`src/rtl/mips_pkg.sv`:
```
// mips_pkg: opcode/funct constants and redirect priority levels for the fetch front end
package mips_pkg;
   localparam logic [5:0] ALU_OP = 6'd0;
   localparam logic [5:0] J_OP   = 6'd2;
   localparam logic [5:0] JAL_OP = 6'd3;
   localparam logic [5:0] BEQ_OP = 6'd4;
   localparam logic [5:0] BNE_OP = 6'd5;
   localparam logic [5:0] JR_F   = 6'd8;
   localparam logic [5:0] JALR_F = 6'd9;
   // Encoding order is the priority order; relational compares rely on it.
   typedef enum logic [2:0] {NONE, SEQ, IDJ, EXR, EXC} level_t;
endpackage

```
`src/rtl/pc_redirect_sel.sv`:
```
// pc_redirect_sel: decodes the incoming redirect and arbitrates it against the pending one
module pc_redirect_sel import mips_pkg::*; #(
   parameter int XLEN = 32,
   parameter logic [XLEN-1:0] EXC_VECTOR = 32'h0000_0080
) (
   input  logic [XLEN-1:0] pc_plus4,
   input  logic            id_valid,
   input  logic [5:0]      id_op,
   input  logic [25:0]     id_jindex,
   input  logic            ex_valid,
   input  logic [5:0]      ex_op,
   input  logic [5:0]      ex_funct,
   input  logic [XLEN-1:0] ex_rs_val,
   input  logic            ex_br_taken,
   input  logic [XLEN-1:0] ex_br_target,
   input  logic            exc_req,
   input  level_t          pend_level,
   input  logic [XLEN-1:0] pend_target,
   output level_t          in_level,
   output logic [XLEN-1:0] in_target,
   output logic            use_in,
   output logic            jr_misalign,
   output level_t          eff_level,
   output logic [XLEN-1:0] eff_target
);
   logic jr, br, idj;
   always_comb begin
      jr          = ex_valid && ex_op == ALU_OP && (ex_funct == JR_F || ex_funct == JALR_F);
      br          = ex_valid && ex_br_taken;
      idj         = id_valid && (id_op == J_OP || id_op == JAL_OP);
      in_level    = exc_req ? EXC : (jr || br) ? EXR : idj ? IDJ : SEQ;
      in_target   = exc_req ? EXC_VECTOR :
                    jr      ? {ex_rs_val[XLEN-1:2], 2'b00} :
                    br      ? ex_br_target :
                    idj     ? {pc_plus4[XLEN-1:28], id_jindex, 2'b00} : pc_plus4;
      use_in      = in_level >= pend_level;
      jr_misalign = jr && !exc_req && |ex_rs_val[1:0];
      eff_level   = use_in ? in_level : pend_level;
      eff_target  = use_in ? in_target : pend_target;
   end
endmodule

```
`src/rtl/next_pc_unit.sv`:
```
// next_pc_unit: PC register with prioritised redirects, stall-time redirect latch and flush generation
module next_pc_unit import mips_pkg::*; #(
   parameter int XLEN = 32,
   parameter logic [XLEN-1:0] RESET_VECTOR = 32'h0000_0000,
   parameter logic [XLEN-1:0] EXC_VECTOR = 32'h0000_0080,
   parameter int CNT_W = 16
) (
   input  logic             clock,
   input  logic             resetn,
   input  logic             stall,
   input  logic             id_valid,
   input  logic [5:0]       id_op,
   input  logic [25:0]      id_jindex,
   input  logic             ex_valid,
   input  logic [5:0]       ex_op,
   input  logic [5:0]       ex_funct,
   input  logic [XLEN-1:0]  ex_rs_val,
   input  logic             ex_br_taken,
   input  logic [XLEN-1:0]  ex_br_target,
   input  logic             exc_req,
   output logic [XLEN-1:0]  pc,
   output logic [XLEN-1:0]  pc_plus4,
   output logic             flush_if,
   output logic             flush_id,
   output logic             pending,
   output logic             addr_err,
   output logic [CNT_W-1:0] redirect_cnt
);
   level_t pend_level, in_level, eff_level;
   logic [XLEN-1:0] pend_target, in_target, eff_target;
   logic use_in, jr_misalign;
   pc_redirect_sel #(.XLEN(XLEN), .EXC_VECTOR(EXC_VECTOR)) u_sel (
      .pc_plus4(pc_plus4), .id_valid(id_valid), .id_op(id_op), .id_jindex(id_jindex),
      .ex_valid(ex_valid), .ex_op(ex_op), .ex_funct(ex_funct), .ex_rs_val(ex_rs_val),
      .ex_br_taken(ex_br_taken), .ex_br_target(ex_br_target), .exc_req(exc_req),
      .pend_level(pend_level), .pend_target(pend_target), .in_level(in_level),
      .in_target(in_target), .use_in(use_in), .jr_misalign(jr_misalign),
      .eff_level(eff_level), .eff_target(eff_target)
   );
   always_comb begin
      pc_plus4 = pc + XLEN'(4);
      pending  = pend_level != NONE;
      flush_if = !stall && eff_level >= IDJ;
      flush_id = !stall && eff_level >= EXR;
   end
   always_ff @(posedge clock) begin
      if (!resetn) begin
         pc           <= RESET_VECTOR;
         pend_level   <= NONE;
         pend_target  <= '0;
         addr_err     <= 1'b0;
         redirect_cnt <= '0;
      end else begin
         addr_err <= jr_misalign && use_in;
         if (stall) begin
            if (in_level != SEQ && use_in) begin
               pend_level  <= in_level;
               pend_target <= in_target;
            end
         end else begin
            pc         <= eff_target;
            pend_level <= NONE;
            if (eff_level != SEQ && redirect_cnt != '1) redirect_cnt <= redirect_cnt + 1'b1;
         end
      end
   end
endmodule

```
`config.mk`:
```
export PLATFORM = sky130hd
export DESIGN_NAME = next_pc_unit
export DESIGN_NICKNAME = d
export VERILOG_FILES = /design/src/rtl/mips_pkg.sv /design/src/rtl/pc_redirect_sel.sv /design/src/rtl/next_pc_unit.sv
export SDC_FILE = /design/constraint.sdc
export NUM_CORES = 1
export LEC_CHECK = 0
export CAP_MARGIN = 20
export CORE_ASPECT_RATIO = 2
export CORE_MARGIN = 3
export CORE_UTILIZATION = 35
export CTS_CLUSTER_SIZE = 28
export DETAILED_ROUTE_END_ITERATION = 8
export DONT_BUFFER_PORTS = 1
export GPL_ROUTABILITY_DRIVEN = 1
export GPL_TIMING_DRIVEN = 0
export HOLD_SLACK_MARGIN = 0.08
export PLACE_DENSITY = 0.52
export SYNTH_ARGS = -nofsm -noshare
export SYNTH_HDL_FRONTEND = slang
export SYNTH_SLANG_ARGS = --single-unit
```
`constraint.sdc`:
```
create_clock -name clock -period 8.07 [get_ports clock]
set_input_delay 2.421 -clock clock [delete_from_list [all_inputs] [get_ports clock]]
set_output_delay 2.421 -clock clock [all_outputs]
set_load 0.005 [all_outputs]
```
==> results.cfg <==
[logic_synthesis]
syn_nets = 837
synth_seq_cells = 84
synth_top_area_cell = dfxtp_1
avgSynthCellArea_um2 = 7.80
synth-async-reset-ratio_pct = 0
post_synth_num_cell_types = 72
yosysSeqAreaShare_pct = 30.1
netlist_area_mm2 = 0.00559
ys_top_cells_by_count = 90 x nand2_1, 84 x dfxtp_1, 49 x clkbuf_1
synth_area_leaders = dfxtp_1 30%, nand2_1 6.0%, a21oi_1 3.7%, mux2i_1 3.4%, clkbuf_1 3.3%
syn_inst = 717
synth_edf_count = 0
yosys_warnings = 0
synth_flop_cell = dfxtp_1
yosysMostFrequentCell = nand2_1
yosys.area.top_type_share_pct = 30.1

[place]
dpl.hpwl_um = 19800
finalWeightedCongestion = 0.952
io_buffers = 0

[critical_path]
crit_chain = or4b_1, buf_2, nor2_4, nor2_4, clkbuf_2, nor2_1, ha_1, nand2_1, o21a_4, o41ai_2, clkbuf_2, a21oi_2, o311a_1
crit_path_top_delay_cell = or4b_1
worstSetupStartpointType = input port
rrSetupSlack_ns = 4.88
critPathKind = input port to primary output
max_stage_delay_ns = 0.51
end_kind = primary output
arrival_ns = 5.46
worstPathMaxFanout = 10
required_ns = 5.65

[final_layout]
fillCellCount = 1621
nNetsFinal = 852
multi_input_area_mm2 = 0.00368
drive_above_1_share_pct = 8.56
areaGrowthSynthToFinish_pct = 11.3
final-seq-area_mm2 = 0.00168
num_antenna_cells = 0

[detailed_routing]
routed-via-count = 6202
drt_pass1_iterations = 6
drt_iter0_drc = 496
via_per_inst = 6.64
ant_nets = 0
drc = 0
wl_per_cell_um = 26.5
wl_um = 24800

[power_and_ir_drop]
worst_ir_drop_vdd_mv = 0.0797
powerDensity_mw_per_mm2 = 167
power.leakage_nw = 2.10
power_mw = 1.04

[global_routing]
use_met3_pct = 4.90
grt_max_degree = 14
antenna_found_initial = 0
use_met1_pct = 27.1
grt_overflow = 0
use_met2_pct = 52.0
grt.busiest_layer = met2
first_global_vias = 6049
grt_pass1_wl_um = 35700
grtUsageTotal_pct = 27.5

[sta]
tightest_slew_ns = 1.03
finClkSkew_ns = 0.0153
final_max_slew_viol_count = 0
finalCritPeriodShare_pct = 97.6
max_freq_mhz = 127
hold_violations = 0
fin_tns_setup_ns = 0
slew_headroom_pct = 30.6
finalCriticalPeriod_ns = 7.88
setup_violations = 0

[floorplanning]
core_mm2 = 0.0155
die_width_um = 95.4
die_h_um = 185
start_util_pct = 36.2
row_count = 64
die_area_mm2 = 0.0176
ios = 199

[clock_tree]
worstSkewPairLatency_ns = 0.36
cts_tree = done
cts-buffers-inserted = 9
cts_num_sinks = 84
cts_buffer_depth = 2
cts_root_buf = clkbuf_16
h-tree-depth = 3
path_clk_slew_ns = 0.07

[job]
cap_violations = 0

[outcome]
status = completed

[min_path]
hold_class = flip-flop to flip-flop
worst max-delay path, delay by kind of cell:
kind                       cells  cell delay (ns)
AOI/OAI and AO/OA              4             0.78
adders and majority gates      1             0.25
buffers and inverters          3             0.69
and+or+nand+nor                5             1.29
logic make-up after synthesis:
| group | after synthesis | synth area share (%) |
|---|---|---|
| multiplexers | 19 | 3.40 |
| XOR/XNOR | 19 | 2.98 |
| AND/OR/NAND/NOR | 302 | 28.9 |
| AO/OA/AOI/OAI | 219 | 28.7 |
| adder cells (fa/ha/maj) | 5 | 1.12 |
| buffers and inverters | 69 | 4.88 |
| flip-flops | 84 | 30.1 |
what timing repair did:
item	4_1_cts	5_1_grt
setup endpoints to repair	2	1
hold buffers	0	0
gates resized for setup	8	4
gates cloned	0	0
pin swaps	1	1
buffers inserted	1	4
final cells by class:
cell class                 instances  area share [%]
clock inverter                     3           0.744
inverter                          11           0.664
multi-input combinational        564            59.1
timing repair buffer               5           0.604
sequential                        84            27.0
clock buffer                      12            4.12
buffer                            57            3.72
tap                              198            3.98
placed cells by master (no fill, tap or decap), types with 10 or more instances in the layout:
cell type / instances
or3_1: 13
nand3_1: 25
nor2_1: 38
nand2_1: 90
o2bb2ai_1: 10
o211ai_1: 10
a22o_1: 10
clkbuf_1: 46
nor4_1: 23
or4_1: 10
and3_1: 11
o21ai_0: 34
nor3_1: 19
nand4_1: 22
xnor2_1: 14
o31ai_1: 19
dfxtp_1: 84
a21oi_1: 40
mux2i_1: 19
stage by stage:
| step | cell area (um^2) | hold slack [ns] | setup slack, ns | std cells | utilization (%) |
|---|---|---|---|---|---|
| 6_report | 6220 | 0.461 | 0.192 | 934 | 40.2 |
| 5_1_grt | 6220 | 0.479 | -0.00825 | 934 | 40.2 |
| 4_1_cts | 6170 | 0.463 | 0.0177 | 930 | 39.9 |
| 3_5_place_dp | 5840 | 0.444 | -0.767 | 915 | 37.8 |
| 3_3_place_gp | 5840 | 0.443 | -0.742 | 915 | 37.8 |
| 2_1_floorplan | 5590 | 0.426 | 0.467 | 717 | - |
path summary, 6_finish.rpt:
kind,depth (start not counted),startpoint,end
worst max-delay path,13,id_op[2],flush_id
worst min-delay path,1,pend_target[31]$_SDFFE_PN0P_,pend_target[31]$_SDFFE_PN0P_
worst max register to register,6,pc[7]$_SDFFE_PN0N_,pc[18]$_SDFFE_PN0N_
worst min register to register,1,pend_target[31]$_SDFFE_PN0P_,pend_target[31]$_SDFFE_PN0P_
power by group:
part / internal, mW / total (mW) / switching, mW
clock: 0.256 / 0.437 / 0.181
combinational: 0.0485 / 0.156 / 0.108
sequential: 0.427 / 0.448 / 0.0207
registers in the layout, indices dropped and copies added (netlist names):
name / cells
pc: 32
pend_target: 32
redirect_cnt: 16
pend_level: 3
addr_err: 1
per-layer routing:
metal	vias up	wire length (um)	share of wire, %
met5	-	0	0
met3	65	1950	7.9
met2	354	13400	54
met1	2986	8090	33
met4	0	1310	5.3
li1	2797	-	-
(Power assumes the default switching activity.)
